File: src/rtl/ctrl_fsm_pkg.sv
// ---------------------------------------------------------------------------
// ctrl_fsm_pkg -- shared definition list for the multi-cycle RV32I subset
// control path. Holds the ALU function codes (also consumed by the ALU),
// opcode constants, FSM state encodings, write-back select codes and the
// instruction decoder used in DECODE.
//
// Supported instructions: add, sub, and, or, xor, addi, andi, ori, xori,
// lw, sw, lui, beq, bne, blt, bge, jal. Everything else decodes as illegal.
// ---------------------------------------------------------------------------
package ctrl_fsm_pkg;

  // FSM state encoding; visible on the state output of ctrl_fsm.
  typedef enum logic [2:0] {
    ST_FETCH   = 3'd0,
    ST_DECODE  = 3'd1,
    ST_EXECUTE = 3'd2,
    ST_MEM     = 3'd3,
    ST_WB      = 3'd4,
    ST_TRAP    = 3'd7
  } state_e;

  // ALU operation codes shared with the ALU.
  typedef enum logic [4:0] {
    ALU_ADD   = 5'd0,
    ALU_SUB   = 5'd1,
    ALU_AND   = 5'd2,
    ALU_OR    = 5'd3,
    ALU_XOR   = 5'd4,
    ALU_ADDI  = 5'd5,
    ALU_ANDI  = 5'd6,
    ALU_ORI   = 5'd7,
    ALU_XORI  = 5'd8,
    ALU_LOAD  = 5'd9,
    ALU_STORE = 5'd10,
    ALU_LUI   = 5'd11,
    ALU_BEQ   = 5'd12,
    ALU_BNE   = 5'd13,
    ALU_BLT   = 5'd14,
    ALU_BGE   = 5'd15,
    ALU_JUMP  = 5'd16
  } alu_func_e;

  // Major opcodes (instr[6:0]).
  localparam logic [6:0] OPC_OP     = 7'b0110011;
  localparam logic [6:0] OPC_OP_IMM = 7'b0010011;
  localparam logic [6:0] OPC_LOAD   = 7'b0000011;
  localparam logic [6:0] OPC_STORE  = 7'b0100011;
  localparam logic [6:0] OPC_LUI    = 7'b0110111;
  localparam logic [6:0] OPC_BRANCH = 7'b1100011;
  localparam logic [6:0] OPC_JAL    = 7'b1101111;

  // Write-back mux select codes.
  localparam logic [1:0] WB_ALU = 2'd0;
  localparam logic [1:0] WB_MEM = 2'd1;
  localparam logic [1:0] WB_PC4 = 2'd2;

  // Instruction class decides the EXECUTE/MEM/WB path.
  typedef enum logic [2:0] {
    CLS_ALU    = 3'd0,
    CLS_LUI    = 3'd1,
    CLS_LOAD   = 3'd2,
    CLS_STORE  = 3'd3,
    CLS_BRANCH = 3'd4,
    CLS_JAL    = 3'd5
  } instr_cls_e;

  // Immediate layout selector for imm_gen.
  typedef enum logic [2:0] {
    IMM_NONE = 3'd0,
    IMM_I    = 3'd1,
    IMM_S    = 3'd2,
    IMM_B    = 3'd3,
    IMM_U    = 3'd4,
    IMM_J    = 3'd5
  } imm_fmt_e;

  typedef struct packed {
    logic       legal;
    instr_cls_e cls;
    alu_func_e  func;
    logic       b_sel;
    imm_fmt_e   fmt;
  } decode_t;

  // Full decode of one instruction word. Any unlisted opcode/funct3/funct7
  // combination leaves legal=0.
  function automatic decode_t decode_instr(input logic [31:0] instr);
    decode_t    d;
    logic [6:0] opc;
    logic [2:0] f3;
    logic [6:0] f7;
    opc     = instr[6:0];
    f3      = instr[14:12];
    f7      = instr[31:25];
    d.legal = 1'b0;
    d.cls   = CLS_ALU;
    d.func  = ALU_ADD;
    d.b_sel = 1'b0;
    d.fmt   = IMM_NONE;
    case (opc)
      OPC_OP: begin
        if (f7 == 7'b0000000) begin
          d.legal = 1'b1;
          case (f3)
            3'b000:  d.func = ALU_ADD;
            3'b111:  d.func = ALU_AND;
            3'b110:  d.func = ALU_OR;
            3'b100:  d.func = ALU_XOR;
            default: d.legal = 1'b0;
          endcase
        end else if (f7 == 7'b0100000 && f3 == 3'b000) begin
          d.legal = 1'b1;
          d.func  = ALU_SUB;
        end
      end
      OPC_OP_IMM: begin
        d.legal = 1'b1;
        d.b_sel = 1'b1;
        d.fmt   = IMM_I;
        case (f3)
          3'b000:  d.func = ALU_ADDI;
          3'b111:  d.func = ALU_ANDI;
          3'b110:  d.func = ALU_ORI;
          3'b100:  d.func = ALU_XORI;
          default: d.legal = 1'b0;
        endcase
      end
      OPC_LOAD: begin
        d.legal = (f3 == 3'b010);
        d.cls   = CLS_LOAD;
        d.func  = ALU_LOAD;
        d.b_sel = 1'b1;
        d.fmt   = IMM_I;
      end
      OPC_STORE: begin
        d.legal = (f3 == 3'b010);
        d.cls   = CLS_STORE;
        d.func  = ALU_STORE;
        d.b_sel = 1'b1;
        d.fmt   = IMM_S;
      end
      OPC_LUI: begin
        d.legal = 1'b1;
        d.cls   = CLS_LUI;
        d.func  = ALU_LUI;
        d.b_sel = 1'b1;
        d.fmt   = IMM_U;
      end
      OPC_BRANCH: begin
        d.legal = 1'b1;
        d.cls   = CLS_BRANCH;
        d.fmt   = IMM_B;
        case (f3)
          3'b000:  d.func = ALU_BEQ;
          3'b001:  d.func = ALU_BNE;
          3'b100:  d.func = ALU_BLT;
          3'b101:  d.func = ALU_BGE;
          default: d.legal = 1'b0;
        endcase
      end
      OPC_JAL: begin
        d.legal = 1'b1;
        d.cls   = CLS_JAL;
        d.func  = ALU_JUMP;
        d.b_sel = 1'b1;
        d.fmt   = IMM_J;
      end
      default: d.legal = 1'b0;
    endcase
    return d;
  endfunction

endpackage

File: src/rtl/ctrl_fsm_imm_gen.sv
// ---------------------------------------------------------------------------
// imm_gen -- combinational RV32I immediate extraction.
//
// Ports:
//   instr_i  in  32  instruction word
//   fmt_i    in  3   immediate layout (I, S, B, U, J or none)
//   imm_o    out 32  sign-extended immediate; U keeps the upper 20 bits with
//                    12 zero bits below; "none" yields 0
// ---------------------------------------------------------------------------
module imm_gen
  import ctrl_fsm_pkg::*;
(
  input  logic [31:0] instr_i,
  input  imm_fmt_e    fmt_i,
  output logic [31:0] imm_o
);

  always_comb begin
    imm_o = '0;
    case (fmt_i)
      IMM_I: imm_o = {{20{instr_i[31]}}, instr_i[31:20]};
      IMM_S: imm_o = {{20{instr_i[31]}}, instr_i[31:25], instr_i[11:7]};
      IMM_B: imm_o = {{19{instr_i[31]}}, instr_i[31], instr_i[7],
                      instr_i[30:25], instr_i[11:8], 1'b0};
      IMM_U: imm_o = {instr_i[31:12], 12'b0};
      IMM_J: imm_o = {{11{instr_i[31]}}, instr_i[31], instr_i[19:12],
                      instr_i[20], instr_i[30:21], 1'b0};
      default: imm_o = '0;
    endcase
  end

endmodule

File: src/rtl/ctrl_fsm.sv
// ---------------------------------------------------------------------------
// ctrl_fsm -- multi-cycle control FSM for an RV32I subset.
// FETCH -> DECODE -> EXECUTE -> [MEM] -> [WB] -> FETCH, TRAP on illegal.
//
// Ports:
//   clk, rst            clock; synchronous active-high reset
//   mem_rdata    in 32  instruction word, captured only when ir_write=1
//   mem_ready    in 1   completion of the current mem_read/mem_write
//   branch_taken in 1   ALU branch result, used in EXECUTE only
//   alu_func     out 5  ALU op (ALU_ADD outside EXECUTE)
//   alu_b_sel    out 1  1 = imm onto ALU B, 0 = rs2
//   imm          out 32 immediate of the latched instruction
//   rs1/rs2/rd   out 5  register fields of the latched instruction
//   ir_write, pc_write, reg_write, mem_read, mem_write  out 1  strobes
//   pc_src       out 1  0 = PC+4, 1 = PC+imm
//   wb_sel       out 2  0 = ALU, 1 = memory, 2 = PC+4
//   state        out 3  current FSM state (debug/observation)
//   illegal      out 1  high while in TRAP
//
// Memory handshake: mem_read/mem_write are requests held high until the
// cycle in which mem_ready=1 completes them; mem_ready is ignored whenever
// no request is being raised.
//
// Configuration: define CTRL_MEM_HANDSHAKE_EN to make FETCH and MEM wait on
// mem_ready. Without it mem_ready is ignored and FETCH and MEM each last
// exactly one cycle.
// ---------------------------------------------------------------------------
module ctrl_fsm
  import ctrl_fsm_pkg::*;
(
  input  logic        clk,
  input  logic        rst,
  input  logic [31:0] mem_rdata,
  input  logic        mem_ready,
  input  logic        branch_taken,
  output logic [4:0]  alu_func,
  output logic        alu_b_sel,
  output logic [31:0] imm,
  output logic [4:0]  rs1,
  output logic [4:0]  rs2,
  output logic [4:0]  rd,
  output logic        ir_write,
  output logic        pc_write,
  output logic        reg_write,
  output logic        mem_read,
  output logic        mem_write,
  output logic        pc_src,
  output logic [1:0]  wb_sel,
  output logic [2:0]  state,
  output logic        illegal
);

  state_e      state_q, state_d;
  logic [31:0] ir_q;
  logic [4:0]  rs1_q, rs2_q, rd_q;
  logic [31:0] imm_q;
  logic [31:0] imm_d;
  alu_func_e   func_q;
  instr_cls_e  cls_q;
  logic        b_sel_q;
  logic        illegal_q;
  logic        mem_done;
  decode_t     dec;

`ifdef CTRL_MEM_HANDSHAKE_EN
  assign mem_done = mem_ready;
`else
  // Memory is treated as single-cycle; mem_ready is deliberately unused.
  logic unused_mem_ready;
  assign unused_mem_ready = mem_ready;
  assign mem_done         = 1'b1;
`endif

  // Decode always looks at the instruction register, so DECODE sees the
  // word captured at the end of FETCH, never the live bus.
  assign dec = decode_instr(ir_q);

  imm_gen u_imm_gen (
    .instr_i (ir_q),
    .fmt_i   (dec.fmt),
    .imm_o   (imm_d)
  );

  // State register.
  always_ff @(posedge clk) begin
    if (rst) begin
      state_q   <= ST_FETCH;
      illegal_q <= 1'b0;
    end else begin
      state_q   <= state_d;
      illegal_q <= (state_d == ST_TRAP);
    end
  end

  // Instruction register and fields latched in DECODE.
  always_ff @(posedge clk) begin
    if (rst) begin
      ir_q    <= '0;
      rs1_q   <= '0;
      rs2_q   <= '0;
      rd_q    <= '0;
      imm_q   <= '0;
      func_q  <= ALU_ADD;
      cls_q   <= CLS_ALU;
      b_sel_q <= 1'b0;
    end else begin
      if (ir_write) begin
        ir_q <= mem_rdata;
      end
      if (state_q == ST_DECODE) begin
        rs1_q   <= ir_q[19:15];
        rs2_q   <= ir_q[24:20];
        rd_q    <= ir_q[11:7];
        imm_q   <= imm_d;
        func_q  <= dec.func;
        cls_q   <= dec.cls;
        b_sel_q <= dec.b_sel;
      end
    end
  end

  // Next-state and strobe logic.
  always_comb begin
    state_d   = state_q;
    ir_write  = 1'b0;
    pc_write  = 1'b0;
    reg_write = 1'b0;
    mem_read  = 1'b0;
    mem_write = 1'b0;
    pc_src    = 1'b0;
    wb_sel    = WB_ALU;
    case (state_q)
      ST_FETCH: begin
        mem_read = 1'b1;
        if (mem_done) begin
          ir_write = 1'b1;
          state_d  = ST_DECODE;
        end
      end
      ST_DECODE: begin
        state_d = dec.legal ? ST_EXECUTE : ST_TRAP;
      end
      ST_EXECUTE: begin
        case (cls_q)
          CLS_LOAD, CLS_STORE: state_d = ST_MEM;
          CLS_BRANCH: begin
            // Branches retire here: this is their only pc_write.
            pc_write = 1'b1;
            pc_src   = branch_taken;
            state_d  = ST_FETCH;
          end
          default: state_d = ST_WB;
        endcase
      end
      ST_MEM: begin
        if (cls_q == CLS_LOAD) begin
          mem_read = 1'b1;
        end else begin
          mem_write = 1'b1;
        end
        if (mem_done) begin
          if (cls_q == CLS_LOAD) begin
            state_d = ST_WB;
          end else begin
            // Stores retire in their completing MEM cycle.
            pc_write = 1'b1;
            state_d  = ST_FETCH;
          end
        end
      end
      ST_WB: begin
        reg_write = (rd_q != 5'd0);
        pc_write  = 1'b1;
        pc_src    = (cls_q == CLS_JAL);
        if (cls_q == CLS_LOAD) begin
          wb_sel = WB_MEM;
        end else if (cls_q == CLS_JAL) begin
          wb_sel = WB_PC4;
        end
        state_d = ST_FETCH;
      end
      ST_TRAP: begin
        state_d = ST_TRAP;
      end
      default: begin
        // Unused encodings recover to FETCH.
        state_d = ST_FETCH;
      end
    endcase
  end

  assign alu_func  = (state_q == ST_EXECUTE) ? func_q : ALU_ADD;
  assign alu_b_sel = b_sel_q;
  assign imm       = imm_q;
  assign rs1       = rs1_q;
  assign rs2       = rs2_q;
  assign rd        = rd_q;
  assign state     = state_q;
  assign illegal   = illegal_q;

endmodule

File: config.mk
export PLATFORM = sky130hd
export DESIGN_NAME = ctrl_fsm
export DESIGN_NICKNAME = d
export VERILOG_FILES = /design/src/rtl/ctrl_fsm_pkg.sv /design/src/rtl/ctrl_fsm_imm_gen.sv /design/src/rtl/ctrl_fsm.sv
export SDC_FILE = /design/constraint.sdc
export NUM_CORES = 1
export LEC_CHECK = 0
export BUFFER_PORTS_ARGS = -buffer_cell sky130_fd_sc_hd__buf_2
export CAP_MARGIN = 20
export CORE_ASPECT_RATIO = 2
export CORE_MARGIN = 3
export CORE_UTILIZATION = 30
export DETAILED_ROUTE_END_ITERATION = 12
export HOLD_SLACK_MARGIN = 0.05
export SETUP_SLACK_MARGIN = 0.3
export SYNTH_ARGS = -nofsm -noshare
export SYNTH_HDL_FRONTEND = slang
export SYNTH_HIERARCHICAL = 1
export SYNTH_SLANG_ARGS = --single-unit
File: constraint.sdc
create_clock -name clk -period 3.4 [get_ports clk]
set_input_delay 0.34 -clock clk [delete_from_list [all_inputs] [get_ports clk]]
set_output_delay 0.34 -clock clk [all_outputs]
set_load 0.005 [all_outputs]
After elaboration in Yosys (flattened, before gate mapping)
Index checks and enable logic that the tools add are counted.

Flip-flop bits (word level): 92. Word-level logic and storage cells: 84. Output and inout bits: 65. Bits of input ports: 36.

Multiplexer cells: 33. Equality and inequality tests: 29. Reductions and logical operators: 12.

Operator list (count): one-hot mux 32 bit (5 select lines) (1); one-hot mux 3 bit (5 select lines) (3); one-hot mux 5 bit (7 select lines) (1); == test 3 bit, second input constant (11); one-hot mux 4 bit (4 select lines) (2); == test 7 x 6 -> 1 bit, second input constant (4); == test 3 x 2 -> 1 bit, second input constant (7); == test 7 bit, second input constant (2); 2-to-1 mux 1 bit (13); 2-to-1 mux 5 bit (2); == test 3 x 1 -> 1 bit, second input constant (3); one-hot mux 3 bit (3 select lines) (1); OR reduction 2 bit (4); OR reduction 4 bit (2); == test 7 x 2 -> 1 bit, second input constant (1); == test 7 x 5 -> 1 bit, second input constant (1); zero test 7 bit (1); zero test 3 bit (2); 2-to-1 mux 2 bit (3); 2-to-1 mux 3 bit (2); one-hot mux 3 bit (2 select lines) (1); one-hot mux 1 bit (5 select lines) (1); nonzero test 5 bit (1); OR reduction 5 bit (1); 3 further kinds (4).

Longest topological paths before layout
Gate-level depths: netlist of the first run.

Word-level depth: 8. Mapped depth: 11. Mapped depth without buffers: 8.

By module
Netlist of the first run, hierarchy kept.

Modules (own cells, without submodules): ctrl_fsm (cells an instance 512, times used 1, area each 3843.7 sq um, sequential area each 1841.8 sq um); imm_gen (cells an instance 66, times used 1, area each 390.4 sq um, sequential area each 0.0 sq um).

Worst setup path before layout of the first run
No wires, ideal clock.

Kind: register to register. Start: register ir_q[4]. End: register imm_q[30] (netlist: imm[30]). Buffers on the path: 2. Arrival time: 2.152 ns. Path slack: 1.178 ns. Cell stages (with the launch flop): 11. Required time: 3.330 ns. Library setup time: 0.070 ns. Clock period less this slack: 2.222 ns. Cell sequence: dfxtp_1 > clkbuf_1 > nor3b_1 > a21oi_1 > nor3_1 > and2b_1 > buf_4 > nand2_1 > o21ai_0 > nand2_1 > a21oi_1.

RTL lines: start, declared (RTL line ctrl_fsm.sv:54) `logic [31:0] ir_q;`; start signal, assigned (RTL line ctrl_fsm.sv:108) `ir_q <= mem_rdata;`; end signal, assigned (RTL line ctrl_fsm.sv:114) `imm_q <= imm_d;`; end, declared (RTL line ctrl_fsm.sv:56) `logic [31:0] imm_q;`.

==> impl_metrics.json, run 1 <==
{
  "post_drt_via_cell_ratio": 4.992,
  "antenna_found_initial": 0,
  "htreeDepth": 3,
  "die_width_microns": 90.01,
  "worstPathRequired_ps": 3590,
  "pin_count": 101,
  "cts_buffers": 9,
  "route.detailed.drc": 0,
  "top_layer_used": "met4",
  "p_int_mw": 2.112,
  "place_congestion": 0.8720,
  "clock-sinks": 92,
  "ys_types": 51,
  "die_area_sq_um": 15660,
  "worstPathArrival_ps": 2840,
  "worstHoldPathCells": 3,
  "clk_latency_ps": 340,
  "rows": 60,
  "reg2reg_slack_ps": 750,
  "antenna_cells": 0,
  "synth_seq_cells": 92,
  "fin_ws_ps": 747.7,
  "r2r-end": "imm[20]$_SDFFE_PP0P_",
  "ant_nets": 0,
  "drive_gt1_share_pct": 20.85,
  "min_path_type": "in -> reg",
  "critPathKind": "reg -> reg",
  "async_flop_share_pct": 0,
  "rr_startpoint": "ir_q[3]$_SDFFE_PP0P_",
  "syn_area_per_cell_sq_um": 7.325,
  "drv_slew": 0,
  "dp_slack_ps": 823.2,
  "r2r_cells": 7,
  "setup_viol": 0,
  "cp-end-kind": "flip-flop",
  "hp-start": "mem_rdata[27]",
  "powerDensity_nw_per_um2": 655.3,
  "io_buffers": 99,
  "ir_drop_v": 0.0004746,
  "yosys.area.top_type": "dfxtp_1",
  "post-dp-hpwl_microns": 9560,
  "synth_warnings": 6,
  "dr.pass1.iters": 4,
  "drt_iter0_drc": 174,
  "clk_pin_slew_ps": 70,
  "worstSetupStartpointType": "flip-flop",
  "die_h_microns": 174.0,
  "coreArea_sq_um": 13660,
  "fmax_mhz": 377.0,
  "switching_share_pct": 37.32,
  "grt_max_degree": 93,
  "synth_area_leaders": "dfxtp_1 (43%), nand2_1 (17%), a21oi_1 (11%)",
  "cts_hold_buf": 0,
  "cts_root_buffer": "clkbuf_16",
  "post_cts_buffers": 0,
  "syn_area_sq_um": 4234,
  "leakage_nw": 2.122,
  "rsz0062_at_grt": "no",
  "area_growth_pct": 21.45,
  "first_global_vias": 4062,
  "status": "finished, final reports clean",
  "maxSlewHeadroom_pct": 36.64,
  "wl_per_cell_microns": 15.44,
  "critPathMaxFanout": 11,
  "fin_tns_setup_ps": 0,
  "drt-total-wl_microns": 13010,
  "final-hold-violation-count": 0,
  "yosysMostFrequentCell": "nand2_1",
  "cts_max_path_buffers": 2,
  "synth_top_area_share_pct": 43.50,
  "route.met2.wl_microns": 7511,
  "cts_resized": 0,
  "fin_worst_skew_ps": 6.681,
  "seqPwrFrac_pct": 42.6,
  "fin_crit_sh_pct": 78.01,
  "synthTopCellsByCount": "nand2_1 (188), a21oi_1 (92), dfxtp_1 (92)",
  "cts_tree": "done",
  "globalRouteOverflowTotal": 0,
  "nets": 688,
  "min_to": "ir_q[27]$_SDFFE_PP0P_",
  "wl_met3_microns": 496,
  "ys_seq_area_share_pct": 43.50,
  "track_usage_pct": 16.47,
  "tightestPinTransition_ps": 950.3,
  "syn_inst": 578,
  "netSwitchingPower_mw": 1.258,
  "grt_pass1_wl_microns": 20800,
  "post-route-util_pct": 37.64,
  "start_util_pct": 30.99,
  "vias": 4208,
  "fin_crit_ps": 2652,
  "synth_edf_count": 0,
  "comb_power_share_pct": 27.5,
  "syn_nets": 614,
  "p_clk_share_pct": 29.9,
  "synth_ff_type": "dfxtp_1",
  "wl_met1_microns": 4586,
  "cap_violations": 0
}
[per-layer routing]
layer  track usage [%]  up-vias
met5                 0        -
met1             15.79     1967
li1                  -     2108
met3             2.685       28
met4             7.673        0
met2             33.09      105
[worst max-delay path, cell delays in order, from the launching register on]
cell	delay (ps)
dfxtp_1	400
nand4bb_1	480
nor2_1	590
nor2b_2	160
o21ai_1	500
o21ai_0	200
nand2_1	100
a21oi_1	60
[power by group through the flow]
| stage | clock, mW | combinational (mW) | sequential, mW |
|---|---|---|---|
| final | 1.01 | 0.927 | 1.43 |
| after global routing | 1.06 | 1.04 | 1.46 |
| after CTS | 1.03 | 0.942 | 1.44 |
| after detailed placement | 0 | 0.933 | 1.46 |
| after global placement | 0 | 0.918 | 1.46 |
| after floorplan | 0 | 0.721 | 1.35 |
[registers in the layout (all words and copies together) (netlist names)]
| signal | cells |
|---|---|
| func_q | 5 |
| illegal | 1 |
| ir_q | 32 |
| cls_q | 3 |
| alu_b_sel | 1 |
| rs1 | 5 |
| imm | 32 |
| rd | 5 |
| state | 3 |
| rs2 | 5 |
[placed cells by master, fill, tap and decap left out, types with 2 or more instances in the layout]
cell,instances
or3b_2,2
clkinv_2,2
a21oi_1,92
a31oi_1,2
and3_1,8
dfxtp_1,92
and2_1,7
clkbuf_16,9
nor4bb_1,2
nand2_1,188
nor4b_1,3
nand2b_1,4
nor4_1,2
nor3b_1,3
a211oi_1,4
nand3_1,5
o21ai_0,19
nor3b_2,2
or3_1,5
o21ai_1,3
a311oi_1,5
a21o_1,9
or4_4,2
buf_4,11
buf_2,99
o21a_1,3
inv_6,2
nand4b_1,3
a22o_1,4
nor3_1,11
nor2b_1,2
inv_1,4
nor2_1,27
[stage by stage]
step	cell area, sq um	instances	power [mW]	hold slack (ps)
6_report	5142	843	3.370	230.2
3_5_place_dp	4843	827	2.394	443.5
2_1_floorplan	4234	578	2.071	416.8
3_3_place_gp	4843	827	2.373	443.7
4_1_cts	5142	843	3.404	220.0
5_1_grt	5142	843	3.570	221.2
[kinds of logic (layout without fill, tap and decap cells)]
family | Yosys count | in the layout | share of synthesized area (%)
and+or+nand+nor | 284 | 284 | 30.70
AOI/OAI and AO/OA | 148 | 148 | 19.92
DFF | 92 | 92 | 43.50
buffers and inverters | 51 | 130 | 5.230
xor gates and xnor gates | 2 | 2 | 0.4138
muxes | 1 | 1 | 0.2364
[how the worst max path moves through the flow]
stage	from	end	slack [ps]	cells past startpoint
finish	ir_q[3]$_SDFFE_PP0P_	imm[20]$_SDFFE_PP0P_	750	7
global route	ir_q[3]$_SDFFE_PP0P_	imm[23]$_SDFFE_PP0P_	410	7
CTS	ir_q[3]$_SDFFE_PP0P_	imm[20]$_SDFFE_PP0P_	800	7
detailed placement	ir_q[3]$_SDFFE_PP0P_	imm[20]$_SDFFE_PP0P_	820	7
global placement	ir_q[3]$_SDFFE_PP0P_	imm[30]$_SDFFE_PP0P_	870	7
floorplan	ir_q[4]$_SDFFE_PP0P_	imm[30]$_SDFFE_PP0P_	1180	10
[area by class of cell]
class	count	area (sq um)
well taps	186	232.7
multi-input cells	435	2176
clock buffers	9	225.2
inverters	4	15.01
flip-flops and latches	92	1842
repair buffers	110	578.1
fillers	1483	8521
clock inverters	7	73.82
Note: power is estimated with default switching activity, not from simulation.
==> run 2, diff against run 1 <==
ABC_AREA = 1   (was unset)
clock period = 2.5 ns   (was 3.4 ns; I/O delays follow)
==> run 2 against run 1 <==
Global-route usage hardly changed; core utilization grew 0.088 points; cell count is 5.1% higher; sequential cell count did not move; critical path depth decreased by 1; routed wire length fell by 1.9%; die area down 0.28%; combinational power rose to 2.9 times the previous value; worst setup slack worse by 250 ps; critical path type is now reg -> out; largest cell class unchanged; highest routed layer unchanged.
==> impl_metrics.json, run 2 <==
{
  "die_width_microns": 89.88,
  "clock-sinks": 92,
  "grt_pass1_wl_microns": 20730,
  "fillers": 1490,
  "layout_common_cells": "nor2_1 (175), buf_2 (99), dfxtp_1 (92)",
  "yosys.area.top_type": "dfxtp_1",
  "dp.cells": 869,
  "clk_latency_ps": 340,
  "htreeDepth": 3,
  "drive_gt1_share_pct": 21.71,
  "drt-total-wl_microns": 12760,
  "nets": 733,
  "powerDensity_nw_per_um2": 1295,
  "final_common_cell": "nor2_1",
  "dpl_cell_area_sq_um": 4823,
  "tightestPinTransition_ps": 970.7,
  "ys_types": 33,
  "yosysMostFrequentCell": "nor2_1",
  "fin_worst_skew_ps": 8.417,
  "leakage_nw": 2.569,
  "fin_hold_ws_ps": 155.5,
  "syn_area_sq_um": 4222,
  "synth_ff_type": "dfxtp_1",
  "rows": 60,
  "globalRouteOverflowTotal": 0,
  "p_clk_share_pct": 18.4,
  "rr_startpoint": "ir_q[1]$_SDFFE_PP0P_",
  "track_usage_pct": 16.50,
  "critPathKind": "reg -> out",
  "critPathMaxFanout": 6,
  "dp_slack_ps": 407.8,
  "r2r_cells": 11,
  "start_util_pct": 31.07,
  "cap_violations": 0,
  "comb_power_share_pct": 41.0,
  "vias": 4150,
  "post-route-util_pct": 37.73,
  "p_int_mw": 3.782,
  "maxSlewHeadroom_pct": 35.20,
  "antenna_cells": 0,
  "syn_nets": 648,
  "hp-start": "mem_rdata[0]",
  "drt_iter0_drc": 276,
  "seqPwrFrac_pct": 40.6,
  "coreArea_sq_um": 13590,
  "ant_nets": 0,
  "setup_viol": 0,
  "cts_buffers": 9,
  "finish.instance_area_sq_um": 5126,
  "cts_hold_buf": 0,
  "synth_seq_cells": 92,
  "final-hold-violation-count": 0,
  "rsz0062_at_grt": "no",
  "drv_slew": 0,
  "netSwitchingPower_mw": 2.858,
  "cts_tree": "done",
  "fin_crit_ps": 2000,
  "area_growth_pct": 21.43,
  "fin_ws_ps": 500.4,
  "antenna_found_initial": 0,
  "worstPathArrival_ps": 1750,
  "fin_cells": 886,
  "synth_warnings": 6,
  "cp-end-kind": "output pin",
  "worstHoldPathCells": 3,
  "cts_max_path_buffers": 2,
  "grt_max_degree": 83,
  "crit_path_start": "state[2]$_SDFF_PP0_",
  "place_congestion": 0.8505,
  "status": "finished, final reports clean",
  "fmax_mhz": 500.1,
  "ir_drop_v": 0.0005238,
  "die_area_sq_um": 15620,
  "synth_top_area_share_pct": 43.63,
  "clk_pin_slew_ps": 60,
  "switching_share_pct": 43.04,
  "first_global_vias": 4114,
  "async_flop_share_pct": 0,
  "power_mw": 6.639,
  "pin_count": 101,
  "dr.pass1.iters": 4,
  "route.detailed.drc": 0,
  "synthTopCellsByCount": "nor2_1 (176), dfxtp_1 (92), o21ai_0 (85)",
  "post-dp-hpwl_microns": 9335,
  "cts_root_buffer": "clkbuf_16",
  "worstSetupStartpointType": "flip-flop",
  "io_buffers": 99,
  "ys_seq_area_share_pct": 43.63,
  "synth_edf_count": 0,
  "wl_per_cell_microns": 14.40,
  "min_path_type": "in -> reg",
  "worstPathRequired_ps": 2250,
  "syn_inst": 612,
  "die_h_microns": 173.8,
  "synth_area_leaders": "dfxtp_1 (44%), nor2_1 (16%), o21ai_0 (10%)",
  "fin_crit_sh_pct": 79.98,
  "fin_tns_setup_ps": 0,
  "post_drt_via_cell_ratio": 4.684,
  "syn_area_per_cell_sq_um": 6.898
}
## run 2: cell count changes in the layout (fill, tap and decap cells not counted), sizes merged, moves of 8 or more
cell / before / now
and3: 8 / 0
inv: 6 / 47
nand2: 188 / 67
nor2: 27 / 181
nand3: 5 / 60
a21oi: 92 / 21
a21o: 9 / 0
o21ai: 22 / 87
## run 2: worst max-delay path, cell delays in order (launching register included)
cell	delay (ps)
dfxtp_1	460
inv_1	120
nor3_1	320
inv_1	140
nor3_2	150
a31o_2	120
buf_2	100
## run 2: metal layers
layer  up-vias  routed length, microns  GRT usage, %
li1       2144                       -             -
met1      1881                    4887         17.49
met2        96                    6869         30.97
met3        29                     393         1.955
met4         0                     609         9.399
met5         -                       0             0
## run 2: power groups by stage
| stage | Clock, mW | Combinational, mW | Sequential (mW) |
|---|---|---|---|
| global placement | 0 | 2.72 | 2.72 |
| finish | 1.22 | 2.72 | 2.69 |
| detailed placement | 0 | 2.75 | 2.72 |
| floorplan | 0 | 1.85 | 2.59 |
| CTS | 1.25 | 2.77 | 2.70 |
| global route | 1.31 | 3.16 | 2.78 |
## run 2: layout make-up
type,count,area (sq um),area share (%)
sequential,92,1842,35.93
clock buffer,12,246.5,4.808
inverter,48,180.2,3.515
tap,186,232.7,4.540
timing repair buffer,110,590.6,11.52
multi-input combinational,436,2022,39.44
clock inverter,2,12.51,0.2441
## run 2: final timing paths
kind / to / slack [ps]
worst max-delay path: pc_src / 500
worst min-delay path: ir_q[0]$_SDFFE_PP0P_ / 160
worst max register to register: imm[8]$_SDFFE_PP0P_ / 500
worst min register to register: func_q[1]$_SDFFE_PP0P_ / 460
## run 2: what timing repair did
| item | in CTS | in global routing |
|---|---|---|
| endpoints found under the setup margin | 0 | 20 |
| gates resized for setup | 0 | 3 |
| buffers inserted | 0 | 2 |
## run 2: cells by family after synthesis
group	Yosys count	synth area share, %
DFF	92	43.63
AOI/OAI and AO/OA	114	14.02
and+or+nand+nor	321	33.20
buffers and inverters	85	9.158
